===== config.mk =====
export PLATFORM = sky130hd
export DESIGN_NAME = branch_resolve_unit
export DESIGN_NICKNAME = d
export VERILOG_FILES = /design/src/rtl/branch_resolve_unit.sv
export SDC_FILE = /design/constraint.sdc
export NUM_CORES = 1
export LEC_CHECK = 0
export ABC_CLOCK_PERIOD_IN_PS = 3230
export BUFFER_PORTS_ARGS = -buffer_cell sky130_fd_sc_hd__clkbuf_2
export CORE_UTILIZATION = 45
export CTS_BUF_LIST = sky130_fd_sc_hd__clkbuf_2
export CTS_CLUSTER_DIAMETER = 120
export DETAILED_ROUTE_END_ITERATION = 8
export PLACE_DENSITY_LB_ADDON = 0.3
export SETUP_SLACK_MARGIN = 0.15
export SLEW_MARGIN = 20
export SYNTH_ARGS = -nofsm -noshare
export SYNTH_HDL_FRONTEND = slang
export SYNTH_SLANG_ARGS = --single-unit

===== constraint.sdc =====
create_clock -name clk -period 3.23 [get_ports clk]
set_clock_uncertainty 0.2 [all_clocks]
set_input_delay 0.1615 -clock clk [delete_from_list [all_inputs] [get_ports clk]]
set_output_delay 0.1615 -clock clk [all_outputs]
set_load 0.005 [all_outputs]

===== src/rtl/branch_resolve_unit.sv =====
// Branch resolution stage: evaluates SB-type conditions, computes the redirect PC,
// flags mispredictions and presents the result through one registered valid/ready
// stage. Saturating perf counters track accepted branches and mispredictions.
module branch_resolve_unit #(
  parameter int unsigned XLEN  = 32,
  parameter int unsigned CNT_W = 16,
  parameter logic [6:0]  SB_OP = 7'h63
) (
  input  logic             clk,
  input  logic             rst_n,
  input  logic             flush,
  input  logic             in_valid,
  output logic             in_ready,
  input  logic [6:0]       op,
  input  logic [2:0]       funct3,
  input  logic [XLEN-1:0]  rs1_data,
  input  logic [XLEN-1:0]  rs2_data,
  input  logic [XLEN-1:0]  pc,
  input  logic [XLEN-1:0]  imm,
  input  logic             pred_taken,
  output logic             out_valid,
  input  logic             out_ready,
  output logic             taken,
  output logic             mispredict,
  output logic [XLEN-1:0]  redirect_pc,
  output logic             illegal,
  input  logic             cnt_clr,
  output logic [CNT_W-1:0] br_cnt,
  output logic [CNT_W-1:0] mis_cnt
);

  localparam logic [CNT_W-1:0] CntMax = {CNT_W{1'b1}};
  localparam logic [XLEN-1:0]  Four   = XLEN'(4);

  logic             out_valid_d, out_valid_q;
  logic             taken_d, taken_q;
  logic             mispredict_d, mispredict_q;
  logic             illegal_d, illegal_q;
  logic [XLEN-1:0]  redirect_pc_d, redirect_pc_q;
  logic [CNT_W-1:0] br_cnt_d, br_cnt_q;
  logic [CNT_W-1:0] mis_cnt_d, mis_cnt_q;

  logic            accept;
  logic            is_sb, eq, lt, ltu, cond, illegal_c, taken_c, mispredict_c;
  logic [XLEN-1:0] redirect_c;

  // Flush blocks acceptance so a same-cycle request is dropped entirely.
  assign in_ready = ~flush & (~out_valid_q | out_ready);
  assign accept   = in_valid & in_ready;

  assign is_sb = (op == SB_OP);
  assign eq    = (rs1_data == rs2_data);
  assign lt    = ($signed(rs1_data) < $signed(rs2_data));
  assign ltu   = (rs1_data < rs2_data);

  // Condition decode; funct3 2/3 are reserved encodings for SB-type ops.
  always_comb begin
    cond      = 1'b0;
    illegal_c = 1'b0;
    case (funct3)
      3'd0:    cond = eq;
      3'd1:    cond = ~eq;
      3'd4:    cond = lt;
      3'd5:    cond = ~lt;
      3'd6:    cond = ltu;
      3'd7:    cond = ~ltu;
      default: illegal_c = is_sb;
    endcase
    taken_c      = is_sb & cond;
    mispredict_c = taken_c ^ pred_taken;
    redirect_c   = taken_c ? (pc + imm) : (pc + Four);
  end

  // Next-state for the output stage and the perf counters.
  always_comb begin
    out_valid_d   = out_valid_q;
    taken_d       = taken_q;
    mispredict_d  = mispredict_q;
    illegal_d     = illegal_q;
    redirect_pc_d = redirect_pc_q;
    br_cnt_d      = br_cnt_q;
    mis_cnt_d     = mis_cnt_q;

    if (flush) begin
      out_valid_d = 1'b0;
    end else if (accept) begin
      out_valid_d = 1'b1;
    end else if (out_ready) begin
      out_valid_d = 1'b0;
    end

    // Fields only move on accept, so they stay stable under backpressure.
    if (accept) begin
      taken_d       = taken_c;
      mispredict_d  = mispredict_c;
      illegal_d     = illegal_c;
      redirect_pc_d = redirect_c;
    end

    if (cnt_clr) begin
      br_cnt_d  = '0;
      mis_cnt_d = '0;
    end else if (accept) begin
      if (is_sb && br_cnt_q != CntMax) br_cnt_d = br_cnt_q + 1'b1;
      if (mispredict_c && mis_cnt_q != CntMax) mis_cnt_d = mis_cnt_q + 1'b1;
    end
  end

  // State registers with asynchronous active-low reset.
  always_ff @(posedge clk or negedge rst_n) begin
    if (!rst_n) begin
      out_valid_q   <= 1'b0;
      taken_q       <= 1'b0;
      mispredict_q  <= 1'b0;
      illegal_q     <= 1'b0;
      redirect_pc_q <= '0;
      br_cnt_q      <= '0;
      mis_cnt_q     <= '0;
    end else begin
      out_valid_q   <= out_valid_d;
      taken_q       <= taken_d;
      mispredict_q  <= mispredict_d;
      illegal_q     <= illegal_d;
      redirect_pc_q <= redirect_pc_d;
      br_cnt_q      <= br_cnt_d;
      mis_cnt_q     <= mis_cnt_d;
    end
  end

  assign out_valid   = out_valid_q;
  assign taken       = taken_q;
  assign mispredict  = mispredict_q;
  assign illegal     = illegal_q;
  assign redirect_pc = redirect_pc_q;
  assign br_cnt      = br_cnt_q;
  assign mis_cnt     = mis_cnt_q;

endmodule


Word level (Yosys, flattened, before mapping)
Index checks and enable logic that the tools add are counted.

storage, ports and cells
  register bits = 68
  bits in latches = 0
  memory bits (writable) = 0
  bits in read-only memories = 0
  input port bits = 145
  word-level logic and storage cells = 54
  memories kept = 0

operators by class
  $add $sub $neg = 4
  $mul = 0
  divide/modulo/power cells = 0
  magnitude comparators = 2
  equality and inequality tests = 9
  shifts and indexed selects = 0
  multiplexer cells = 12
  bitwise logic cells = 10
  reductions and logical operators = 10

operator list
  kind                   number
  $mux 16                6
  $lt 32x32->1           2
  $add 16x1->16 const B  2
  $add 32x3->32 const B  1
  $add 32x32->32         1
  $eq 32x32->1           1
  $mux 32                1
  $ne 16x16->1 const B   2
  $eq 3x3->1 const B     4
  $eq 7x7->1 const B     1
  $pmux 1 s6             1
  $reduce_bool 2->1      3
  $reduce_or 6->1        1
  $not 1->1              5
  $mux 1                 4
  $reduce_and 2->1       2
  $and 1x1->1            3
  $eq 3x1->1 const B     1
  $logic_not 3->1        1
  $reduce_bool 3->1      1
  $logic_and 1x1->1      2
  $or 1x1->1             1
  $xor 1x1->1            1

Longest topological paths before layout
  depth in word-level cells = 9
  gate-level depth with buffers = 14

Worst setup path after synthesis
OpenSTA, ideal clock, no wires.

  path type = input -> register
  from = input port pc[0]
  to = register redirect_pc_q[30] (netlist: redirect_pc[30])
  library setup time = 69 ps
  arrival = 2565 ps
  data required time = 2961 ps
  path slack = 396 ps
  stages on the path = 13
  buffers on the path = 0
  path through = ha_1 -> inv_1 -> fa_1 -> nor2b_1 -> o2111ai_1 -> a21o_1 -> a21oi_1 -> o31a_1 -> o21ai_0 -> a41oi_1 -> a221oi_1 -> or4b_1 -> nand3_1

on the way
  cells in the longest elaborated chain, start to end = 2
  elaborated cells on any way between the ends = 3
  those cells by class = 2 x add/sub; 1 x mux

ends and longest elaborated chain
  item                                             line  RTL
  start: declaration                               18    input logic [XLEN-1:0] pc,
  $add 32x3->32 or $add 32x32->32 (tied branches)  71    redirect_c = taken_c ? (pc + imm) : (pc + Four);
  $mux 32 (*)                                      71
  end signal: assignment                           124   redirect_pc_q <= redirect_pc_d;
  end: declaration                                 39    logic [XLEN-1:0] redirect_pc_d, redirect_pc_q;

Mark *: on every way between the ends. The rest lies on a longest branch, timed or not.
A chain may end at the register's enable or synchronous reset.

Final worst setup path
  from = input port pc[4]
  to = register redirect_pc_q[16] (netlist: redirect_pc[16])

The elaborated chain is that of the path after synthesis.

==> impl_metrics.env <==
export IMPL_status="complete, but fails checks"
export IMPL_violations="negative hold slack"
export IMPL_setup_viol=0
export IMPL_maxCapViolations=0
export IMPL_ys_types=64
export IMPL_fmax_mhz=337
export IMPL_route_detailed_drc=0
export IMPL_path_common_cell="a21o_1"
export IMPL_synth_top_area_share_pct=26.1
export IMPL_synth_nets=987
export IMPL_p_clk_share_pct=31.1
export IMPL_overflow=0
export IMPL_ys_ff_latch=68
export IMPL_rsz0062_at_grt="false"
export IMPL_fp_coreArea_um2=14000
export IMPL_power_leakage_uw=0.00457
export IMPL_wl_mm=19.5
export IMPL_drt_met1_wl_mm=8.67
export IMPL_r2r_cells=11
export IMPL_critPathTopFamily="buffers and inverters"
export IMPL_period_minus_slack_ns=2.96
export IMPL_synth_edf_count=0
export IMPL_max_stage_delay_ns=0.54
export IMPL_r2r_end="mis_cnt[10]"
export IMPL_yosysTopAreaCell="dfrtp_1"
export IMPL_rrSetupSlack_ns=0.46
export IMPL_start_util_pct=46.6
export IMPL_port_buffers=213
export IMPL_final_period_utilization_pct=91.7
export IMPL_first_pass_iters=5
export IMPL_cp_slowest_cell="dlygate4sd3_1"
export IMPL_route_met3_wl_mm=1.21
export IMPL_die_width_um=122
export IMPL_clk_latency_ns=0.57
export IMPL_start_kind="primary input"
export IMPL_fin_cells=1275
export IMPL_timing_hold_ws_ns=-0.182
export IMPL_maxUsedRoutingLayer="met4"
export IMPL_hold_viol_final=1
export IMPL_yosysMostFrequentCell="nand2_1"
export IMPL_cts_buffers_inserted=9
export IMPL_grt_start_max_net_pins=69
export IMPL_cts_tree="done"
export IMPL_crit_chain="dlygate4sd3_1, clkbuf_2, ha_1, a21o_1, a21oi_1, a21o_1, nand3_1, a21o_1, nand2_1, nand2b_1, a21oi_1, xnor2_1, a31o_2, dlygate4sd3_1"
export IMPL_hold_path_endpoint="redirect_pc[1]"
export IMPL_required_ns=3.52
export IMPL_p_switching_uw=852
export IMPL_layout_drive_gt1_share_pct=27.6
export IMPL_p_int_uw=1850
export IMPL_synth_area_per_cell_um2=8.40
export IMPL_sw_frac_of_total_pct=31.5
export IMPL_min_path_cells=4
export IMPL_place_hpwl_mm=14.2
export IMPL_clock_root_buffer="clkbuf_2"
export IMPL_chipHeight_um=122
export IMPL_tightest_slew_ns=0.911
export IMPL_crit_type="in2reg"
export IMPL_viasPerCell=5.31
export IMPL_synthArstFlopShare_pct=100
export IMPL_cp_arrival_ns=3.26
export IMPL_synth_area_um2=6510
export IMPL_holdCritStartpoint="pc[1]"
export IMPL_dieArea_um2=15000
export IMPL_cp_num_buf_inv=3
export IMPL_wl_met2_mm=9.32
export IMPL_hold_class="in2reg"
export IMPL_ir_drop_uv=247
export IMPL_endpoint_kind="register"
export IMPL_yosysSeqAreaShare_pct=26.1
export IMPL_grt_pass1_vias=6372
export IMPL_ant_nets=0
export IMPL_relSlewSlack_pct=39.3
export IMPL_synth_common_cells="nand2_1 (80), nor2_1 (71), dfrtp_1 (68)"
export IMPL_io_pins=214
export IMPL_slew_violations=0
export IMPL_setup_tns_ns=0
export IMPL_powerDensity_nw_per_um2=301
export IMPL_num_vias=6765
export IMPL_rows=43
export IMPL_drtIter0Drc=330
export IMPL_yosysWarnings=0
export IMPL_ys_flop_type="dfrtp_1"
export IMPL_synthTopCellsByArea="dfrtp_1 (26%), ha_1 (13%), xnor2_1 (5.6%)"
export IMPL_worst_path_stages=14
export IMPL_pwr_share_seq_pct=35.4
export IMPL_grt_usage_pct=26.2
export IMPL_place_inst=1172
export IMPL_cts_htree_levels=3
export IMPL_clock_path_buffers=2
export IMPL_grt_antenna_before_repair=1
export IMPL_netlist_instances=775
export IMPL_r2r_start="mis_cnt[6]"
export IMPL_path_max_fanout=5
export IMPL_hold_buffers=79
export IMPL_clkTransAtPathRegs_ns=0.22
export IMPL_area_delta_synth_final_pct=37.8
export IMPL_combPwrFrac_pct=33.5
export IMPL_cts_sinks=68
export IMPL_gp_congestion=0.907
export IMPL_wl_per_cell_um=15.3
export IMPL_nets=1301
export IMPL_grt_pass1_wl_mm=30.5
==> tightest hold or removal path: stages <==
cell and delay [ns]:
clkbuf_2 0.09, inv_1 0.08, mux2_2 0.15, o21ai_0 0.07
==> routing by layer <==
layer | vias to the layer above | track usage (%)
li1 | 3395 | -
met1 | 3105 | 33.2
met2 | 239 | 45.2
met3 | 26 | 4.32
met4 | 0 | 8.23
met5 | - | 0
==> flip-flops by register name, indices dropped and copies added, names as in the netlist <==
| name | count |
|---|---|
| mispredict | 1 |
| taken | 1 |
| mis_cnt | 16 |
| illegal | 1 |
| br_cnt | 16 |
| redirect_pc | 32 |
| out_valid | 1 |
==> worst max-delay path by stage <==
stage | from | end | slack [ns]
global placement | pc[0] | redirect_pc[28] | -0.12
finish | pc[4] | redirect_pc[16] | 0.27
CTS | rs2_data[29] | redirect_pc[16] | 0.16
detailed placement | pc[0] | redirect_pc[28] | -0.15
floorplan | pc[0] | redirect_pc[30] | 0.40
global route | pc[4] | redirect_pc[16] | 0.15
==> through the flow <==
stage	hold slack, ns	total power, uW	worst slack, ns	cell area, um2	util, %
global placement	0.137	1770	-0.123	7890	56.4
CTS	-0.229	2700	0.163	8880	63.5
floorplan	-0.334	1440	0.396	6510	-
detailed placement	0.140	1780	-0.152	7890	56.4
finish	-0.182	2700	0.267	8970	64.2
global route	-0.159	2870	0.152	8970	64.2
==> logic make-up after synthesis <==
group | after synthesis | synth area share [%]
AO/OA/AOI/OAI | 166 | 16.9
multiplexers | 50 | 8.03
XOR/XNOR | 73 | 9.93
adder cells (fa/ha/maj) | 67 | 13.0
buffers and inverters | 65 | 4.42
flip-flops | 68 | 26.1
AND/OR/NAND/NOR | 286 | 21.6
==> power by group through the flow <==
| stage | registers [uW] | clock network (uW) | logic [uW] |
|---|---|---|---|
| 2_1_floorplan | 971 | 0 | 468 |
| 3_3_place_gp | 970 | 0 | 796 |
| 3_5_place_dp | 973 | 0 | 803 |
| 4_1_cts | 957 | 856 | 886 |
| 5_1_grt | 965 | 896 | 1010 |
| 6_report | 957 | 840 | 906 |
==> final cells by class <==
| class | instances | area (um2) |
|---|---|---|
| diodes | 1 | 2.50 |
| well taps | 180 | 225 |
| inverters | 44 | 165 |
| flip-flops and latches | 68 | 1700 |
| multi-input cells | 642 | 4560 |
| fillers | 1222 | 5010 |
| clock inverters | 7 | 163 |
| clock buffers | 9 | 45.0 |
| repair buffers | 324 | 2110 |
==> timing repair <==
item	in CTS	in global routing
endpoints found under the hold margin	121	1
setup endpoints to repair	0	9
gates resized for setup	0	8
setup buffers	0	7
==> layout by cell type, fill, tap and decap left out, types with 39 or more instances in the layout <==
cell and count:
o21ai_0 47, inv_1 44, dfrtp_1 68, clkbuf_2 221, ha_1 66, nand2_1 79
nor2_1 71, xnor2_1 42, a21o_1 41, nand3_1 39, dlygate4sd3_1 79
Note: power is estimated with default switching activity, not from simulation.
